===== src/rtl/seq_det_prog.sv =====
// Runtime-programmable Mealy serial sequence detector (1..MAX_LEN bits, overlap select).
// Optional saturating match counter enabled by defining SEQ_DET_CNT_EN.
module seq_det_prog #(
    parameter int                 MAX_LEN     = 8,
    parameter int                 LEN_W       = $clog2(MAX_LEN + 1),
    parameter logic [MAX_LEN-1:0] RST_PATTERN = MAX_LEN'(8'b0000_1100),
    parameter logic [LEN_W-1:0]   RST_LEN     = LEN_W'(4),
    parameter logic               RST_OVERLAP = 1'b1
`ifdef SEQ_DET_CNT_EN
    ,
    parameter int                 CNT_W       = 16
`endif
) (
    input  logic               clk,
    input  logic               rst,
    input  logic               i,
    input  logic               in_valid,
    input  logic               cfg_we,
    input  logic [MAX_LEN-1:0] cfg_pattern,
    input  logic [LEN_W-1:0]   cfg_len,
    input  logic               cfg_overlap,
    output logic               q
`ifdef SEQ_DET_CNT_EN
    ,
    output logic [CNT_W-1:0]   match_cnt
`endif
);

    logic [MAX_LEN-1:0] hist_q, hist_d;
    logic [LEN_W-1:0]   fill_q, fill_d;
    logic [MAX_LEN-1:0] pat_q, pat_d;
    logic [LEN_W-1:0]   len_q, len_d;
    logic               ovl_q, ovl_d;
    logic               q_q, q_d;

    logic [MAX_LEN-1:0] nh;
    logic [LEN_W-1:0]   nf;
    logic               len_ok;
    logic               pat_eq;
    logic               match;

`ifdef SEQ_DET_CNT_EN
    logic [CNT_W-1:0]   cnt_q, cnt_d;
`endif

    // Candidate history/fill if the current bit were accepted.
    always_comb begin
        nh     = {hist_q[MAX_LEN-2:0], i};
        nf     = (fill_q == LEN_W'(MAX_LEN)) ? fill_q : fill_q + LEN_W'(1);
        len_ok = (len_q != '0) && (int'(len_q) <= MAX_LEN);
        pat_eq = 1'b1;
        for (int k = 0; k < MAX_LEN; k++) begin
            if ((k < int'(len_q)) && (nh[k] != pat_q[k])) begin
                pat_eq = 1'b0;
            end
        end
        match  = len_ok && (nf >= len_q) && pat_eq;
    end

    always_comb begin
        // NOTE: every _d gets a hold/default value first so no path leaves it unassigned (no latches).
        hist_d = hist_q;
        fill_d = fill_q;
        pat_d  = pat_q;
        len_d  = len_q;
        ovl_d  = ovl_q;
        q_d    = 1'b0;
`ifdef SEQ_DET_CNT_EN
        cnt_d  = cnt_q;
`endif
        if (cfg_we) begin
            // A config write starts a fresh search and drops any bit offered this cycle.
            pat_d  = cfg_pattern;
            len_d  = cfg_len;
            ovl_d  = cfg_overlap;
            hist_d = '0;
            fill_d = '0;
`ifdef SEQ_DET_CNT_EN
            cnt_d  = '0;
`endif
        end else if (in_valid) begin
            hist_d = nh;
            q_d    = match;
            fill_d = (!ovl_q && match) ? '0 : nf;
`ifdef SEQ_DET_CNT_EN
            if (match && (cnt_q != '1)) begin
                cnt_d = cnt_q + CNT_W'(1);
            end
`endif
        end
    end

    always_ff @(posedge clk) begin
        // NOTE: non-blocking assignments so all flops update from pre-edge values.
        if (rst) begin
            hist_q <= '0;
            fill_q <= '0;
            pat_q  <= RST_PATTERN;
            len_q  <= RST_LEN;
            ovl_q  <= RST_OVERLAP;
            q_q    <= 1'b0;
`ifdef SEQ_DET_CNT_EN
            cnt_q  <= '0;
`endif
        end else begin
            hist_q <= hist_d;
            fill_q <= fill_d;
            pat_q  <= pat_d;
            len_q  <= len_d;
            ovl_q  <= ovl_d;
            q_q    <= q_d;
`ifdef SEQ_DET_CNT_EN
            cnt_q  <= cnt_d;
`endif
        end
    end

    assign q = q_q;
`ifdef SEQ_DET_CNT_EN
    assign match_cnt = cnt_q;
`endif

endmodule


===== config.mk =====
export PLATFORM = sky130hd
export DESIGN_NAME = seq_det_prog
export DESIGN_NICKNAME = d
export VERILOG_FILES = /design/src/rtl/seq_det_prog.sv
export SDC_FILE = /design/constraint.sdc
export NUM_CORES = 1
export LEC_CHECK = 0
export CAP_MARGIN = 20
export CELL_PAD_IN_SITES_DETAIL_PLACEMENT = 1
export CELL_PAD_IN_SITES_GLOBAL_PLACEMENT = 1
export CORE_MARGIN = 1.5
export CORE_UTILIZATION = 45
export CTS_BUF_LIST = sky130_fd_sc_hd__clkbuf_2
export DETAILED_ROUTE_END_ITERATION = 10
export PLACE_DENSITY_LB_ADDON = 0.1
export SKIP_CTS_REPAIR_TIMING = 1
export SYNTH_ARGS = -nofsm -noshare
export SYNTH_HDL_FRONTEND = slang
export SYNTH_SLANG_ARGS = --single-unit
export TNS_END_PERCENT = 10

===== constraint.sdc =====
create_clock -name clk -period 5.6 [get_ports clk]
set_input_delay 1.12 -clock clk [delete_from_list [all_inputs] [get_ports clk]]
set_output_delay 1.12 -clock clk [all_outputs]
set_load 0.02 [all_outputs]

==> results of run 1 <==
-- cell type report --
class	count	area, um2
clock buffer	3	15.01
clock inverter	1	7.507
fill	303	1084
inverter	6	22.52
multi-input combinational	98	698.2
sequential	25	500.5
tap	30	37.54
timing repair buffer	18	180.2
-- state kept, by name, summed over array words and instances (netlist names) --
signal / cells
q: 1
pat_q: 8
hist_q: 7
len_q: 4
fill_q: 4
ovl_q: 1
-- worst max-delay path by stage --
stage,cells past startpoint,endpoint
6_report,11,q
5_1_grt,11,fill_q[0]
4_1_cts,11,q
3_5_place_dp,3,fill_q[3]
3_3_place_gp,3,fill_q[3]
2_1_floorplan,4,ovl_q
-- critical path: stages (launching register included) --
cell and delay, ns:
dfxtp_1 0.44, inv_1 0.11, ha_1 0.21, nand2_1 0.09, nor2_1 0.06, xnor2_1 0.13, ha_1 0.26, nand2b_1 0.10
a2111oi_0 0.10, or4_1 0.43, nor3_2 0.30, and3_1 0.20
-- per-stage QoR --
| step | worst slack, ns | cells | utilization [%] | hold slack [ns] |
|---|---|---|---|---|
| after floorplan | 3.382 | 135 | - | 0.4634 |
| final | 3.140 | 181 | 57.42 | 0.5413 |
| after detailed placement | 2.727 | 177 | 56.54 | 0.4928 |
| after global placement | 2.744 | 177 | 56.54 | 0.4852 |
| after CTS | 3.099 | 181 | 57.42 | 0.5473 |
| after global routing | 2.853 | 181 | 57.42 | 0.5765 |
-- report_power, final --
part           switching [mW]  leakage [nW]  total [mW]  internal (mW)
clock network          0.0590        0.0126      0.0755         0.0166
logic                  0.0225         0.384      0.0490         0.0265
registers             0.00722         0.204       0.192          0.185
total                  0.0887         0.601       0.317          0.228
-- layout by cell type (no fill, tap or decap), types with 2 or more instances in the layout --
cell,count
dfxtp_1,25
mux2i_1,20
nor2_1,20
clkdlybuf4s50_1,18
nand2_1,8
xnor2_1,7
inv_1,6
ha_1,6
xor2_1,5
nand3_1,4
o21ai_0,4
clkbuf_2,3
nor4_1,2
a21oi_1,2
a31oi_1,2
nor2b_1,2
a211oi_1,2
-- metal layers --
metal  vias up  share of wire (%)  track usage (%)
met5         -                  0                0
met4         0                1.4            6.272
met3         5                3.7            3.256
met2        21                 50            32.82
met1       482                 45            24.56
li1        496                  -                -
-- cell families (layout without fill, tap and decap cells) --
kind of cell               count (synthesis)  in the layout
and+or+nand+nor                           43             43
AOI/OAI and AO/OA                         17             17
muxes                                     20             20
buffers and inverters                     12             28
xor gates and xnor gates                  12             12
adders and majority gates                  6              6
DFF                                       25             25
==> summary.txt, run 1 <==
STA
  • FMAX: 0.4066 GHz
  • Final period utilization: 43.92%
  • Worst slew pin tran: 0.8455 ns
  • Rel. slew slack: 43.46%
  • RSZ-0062 raised after global routing: false
  • Clock skew: 0.01396 ns
  • Max-slew violations: 0
  • Setup TNS: 0 ns
  • Setup violations, final: 0
  • Tmin final: 2.460 ns
  • Fin. Hold Viols: 0

Pwr
  • Peak supply drop: 0.0001300 V
  • Leak: 0.6011 nW
  • Pwr/cell area: 216.9 nW/um2
  • Total power draw: 0.3169 mW

Hold path
  • Hold_sp: pat_q[3]
  • Hold EP: pat_q[3]
  • HP Class: reg -> reg
  • Hold path depth: 2

GRT
  • Gr usage total: 19.22%
  • Initial antenna violation count: 0
  • Largest net degree at the start of global routing: 18
  • Grt total ovfl: 0
  • Vias in the first global route: 998
  • First-pass GRT wire length: 4650 um

Logic synthesis
  • Cell with the most instances after synthesis: dfxtp_1
  • Yosys reg bits: 25
  • Ys Warns: 0
  • Top cells by area, synth: dfxtp_1 40%, mux2i_1 16%, ha_1 6.0%
  • Cells after synthesis: 135
  • Mux cell area share after synthesis: 16.10%
  • Share of the synthesized area in the top cell type: 40.24%
  • Synth cell types: 31
  • Synth Area in Compound Gates: 9.155%
  • Post-synth EDFFs: 0
  • Ys flop type: dfxtp_1
  • Mapped cell area: 1244 um2
  • Yosys top cell by area: dfxtp_1
  • Mean Syn Cell Area: 9.213 um2
  • Sequential share of the synthesized area: 40.24%
  • Synth Net Count: 159
  • Post-synthesis xor/xnor area fraction: 8.451%
  • Post-synthesis adder-cell area fraction: 6.036%
  • Synth cell count leaders: 25 x dfxtp_1, 20 x mux2i_1, 20 x nor2_1
  • Synth Area in Simple Gates: 16.40%
  • Asr flop ratio synth: 0%
  • Largest family of logic cells by synthesized area: simple AND/OR/NAND/NOR gates

Critical path
  • Worst reg2reg path depth: 11
  • Kind of critical path: reg -> reg
  • Worst R2R Start: fill_q[0]
  • Worst EP arrival: 2.80 ns
  • Element type at the critical path start: flip-flop
  • Reg2reg end: q
  • CP Max Fanout: 5
  • R2r setup slk: 3.14 ns
  • Critical path required time: 5.94 ns
  • CP Capture Type: flip-flop
  • CP startpoint: fill_q[0]

Detailed routing
  • TritonRoute pass-1 iters: 4
  • DR vias: 1,004
  • DRT antenna net count: 0
  • Routed vias/inst: 5.547
  • DR iter-0 viols: 29
  • Routed WL: 2748 um
  • DRC: 0
  • WL per Instance: 15.18 um

Clock network
  • TritonCTS Buffers: 3
  • Total clock sinks: 25
  • Clock Path Buffers: 2
  • TritonCTS clock tree: done
  • Skew-Pair Late Insertion Delay: 0.37 ns
  • Clock edge transition at the registers on the reported setup and hold paths: 0.26 ns
  • Clock root buffer: clkbuf_2
  • Number of H-tree levels: 1

Die
  • Overall die height: 55.57 um
  • Core area: 2545 um2
  • Die W: 55.57 um
  • IO Pins: 19
  • Die ar.: 3088 um2
  • Starting Density: 48.87%
  • Rows: 18

Cells and area
  • Share of cells above drive strength 1: 5.298%
  • Area Growth Syn to Fin: 17.50%
  • Final Cell Area: 1461 um2
  • Ant. Diodes: 0
  • Fin nets: 176

Run
  • Max-cap violations: 0

Place
  • Detail Placement HPWL: 2136 um
  • Area after DPL: 1439 um2
  • IO buf count: 18
  • GPL Wtd Cong: 0.8005

Run status
  • Status: completed
Note: power is estimated with default switching activity, not from simulation.
==> inputs of run 2 (changes only) <==
Settings changed: CORE_UTILIZATION 45 to 38.
Clock period 5.6 ns to 2.2 ns, I/O delays scaled along.
==> run 2 against run 1 <==
The run now ends with setup timing left; largest power group unchanged; critical path type unchanged; largest cell class unchanged; utilization is 5.3 points lower; critical path depth stayed put; routed wire length up 12%.
==> summary.txt, run 2 (synthesized netlist as in run 1, its figures left out) <==
Cells and area
  • Number of flip-flops in the largest register: 8
  • Largest regs: pat_q (8), hist_q (7)
  • Most frequent cells in the layout: 23 x dfxtp_1, 20 x mux2i_1, 19 x nor2_1
  • Final Cell Area: 1605 um2
  • Ant. Diodes: 0
  • Most flops, register: pat_q
  • Share of cells above drive strength 1: 17.50%
  • Fin nets: 185
  • Most common cell after layout, fill and taps aside: dfxtp_1
  • Area Growth Syn to Fin: 29.07%

Pwr
  • Total power draw: 0.8259 mW
  • Sequential power share: 59.3%
  • Switch Pwr: 0.2281 mW
  • Peak supply drop: 0.0003794 V
  • Clk pwr share: 22.2%
  • Internal: 0.5978 mW
  • Sw Ratio: 27.62%
  • Leak: 0.6706 nW
  • Comb power frac: 18.5%
  • Pwr/cell area: 514.5 nW/um2

Hold path
  • Hold path depth: 2
  • Hold_sp: pat_q[3]
  • HP Class: reg -> reg
  • Hold EP: pat_q[3]

STA
  • Final period utilization: 102.9%
  • Worst setup margin: -0.06401 ns
  • Worst slew pin tran: 0.3550 ns
  • Rel. slew slack: 76.22%
  • Max-slew violations: 0
  • Fin. Hold Viols: 0
  • Tmin final: 2.264 ns
  • RSZ-0062 raised after global routing: true
  • Clock skew: 0.02356 ns
  • FMAX: 0.4417 GHz
  • Final Hold Slack: 0.5382 ns
  • Setup violations, final: 5

GRT
  • Initial antenna violation count: 0
  • First-pass GRT wire length: 5037 um
  • Largest net degree at the start of global routing: 16
  • Vias in the first global route: 1,110
  • Gr usage total: 18.82%
  • Grt total ovfl: 0

Detailed routing
  • TritonRoute pass-1 iters: 4
  • DRT antenna net count: 0
  • Routed vias/inst: 5.123
  • WL per Instance: 15.11 um
  • DR iter-0 viols: 40
  • Routed WL: 3083 um
  • DR vias: 1,045
  • DRC: 0

Critical path
  • Element type at the critical path start: flip-flop
  • Worst R2R Start: fill_q[0]
  • Worst reg2reg path depth: 11
  • CP Max Fanout: 5
  • Kind of critical path: reg -> reg
  • CP Capture Type: flip-flop
  • R2r setup slk: -0.06 ns
  • Reg2reg end: q
  • CP startpoint: fill_q[0]
  • Worst EP arrival: 2.57 ns
  • Critical path required time: 2.50 ns

Die
  • Core area: 3078 um2
  • Overall die height: 60.21 um
  • IO Pins: 19
  • Die W: 60.21 um
  • Die ar.: 3625 um2
  • Starting Density: 40.41%
  • Rows: 20

Run
  • Max-cap violations: 0

Run status
  • Status: finished, violations left
  • Failing checks: setup timing

Clock network
  • TritonCTS clock tree: done
  • TritonCTS Buffers: 3
  • Clock edge transition at the registers on the reported setup and hold paths: 0.26 ns
  • Number of H-tree levels: 1
  • Clock Path Buffers: 2
  • Total clock sinks: 25
  • Clock root buffer: clkbuf_2
  • Skew-Pair Late Insertion Delay: 0.35 ns

Place
  • IO buf count: 18
  • Area after DPL: 1516 um2
  • Detail Placement HPWL: 2390 um
  • GPL Wtd Cong: 0.8989
-- run 2: area by class of cell --
cell class,count,area (um2)
sequential,25,503.0
tap,44,55.05
multi-input combinational,98,757.0
clock buffer,3,15.01
fill,364,1473
inverter,6,22.52
clock inverter,1,5.005
timing repair buffer,27,247.7
-- run 2: metrics by stage --
| step | setup TNS (ns) | setup WS [ns] | instances | utilization (%) |
|---|---|---|---|---|
| after floorplan | 0 | 0.03329 | 135 | - |
| after global placement | 0 | 0.007258 | 199 | 49.27 |
| after detailed placement | -0.9269 | -0.2057 | 199 | 49.27 |
| after CTS | -1.219 | -0.2651 | 203 | 49.92 |
| after global routing | -0.7391 | -0.1767 | 204 | 52.15 |
| final | -0.2070 | -0.06401 | 204 | 52.15 |
-- run 2: how the worst max path moves through the flow --
stage | end | slack [ns] | depth (start not counted)
finish | q | -0.06 | 11
global route | q | -0.18 | 11
CTS | fill_q[1] | -0.27 | 11
detailed placement | fill_q[1] | -0.21 | 11
global placement | fill_q[3] | 0.007 | 11
floorplan | q | 0.03 | 11
-- run 2: power groups by stage --
stage | sequential (mW) | combinational [mW] | clock (mW)
floorplan | 0.493 | 0.0775 | 0
global placement | 0.496 | 0.131 | 0
detailed placement | 0.497 | 0.137 | 0
CTS | 0.489 | 0.138 | 0.190
global route | 0.493 | 0.167 | 0.212
finish | 0.489 | 0.153 | 0.184
-- run 2: critical path, cell delays in order, from the launching register on --
cell and delay (ns):
dfxtp_2 0.41, inv_2 0.05, ha_4 0.16, nand2_4 0.08
nor2_4 0.04, xnor2_2 0.14, ha_1 0.27, nand2b_4 0.11
a2111oi_2 0.06, or4_4 0.49, nor3_4 0.22, and3_1 0.19
-- run 2: routing by layer --
| metal | share of wire, % | vias to the layer above | wire (um) | GRT usage [%] |
|---|---|---|---|---|
| li1 | - | 515 | - | - |
| met1 | 45 | 517 | 1382 | 22.69 |
| met2 | 53 | 11 | 1627 | 34.63 |
| met3 | 1.7 | 2 | 53 | 1.948 |
| met4 | 0.62 | 0 | 19 | 5.714 |
| met5 | 0 | - | 0 | 0 |
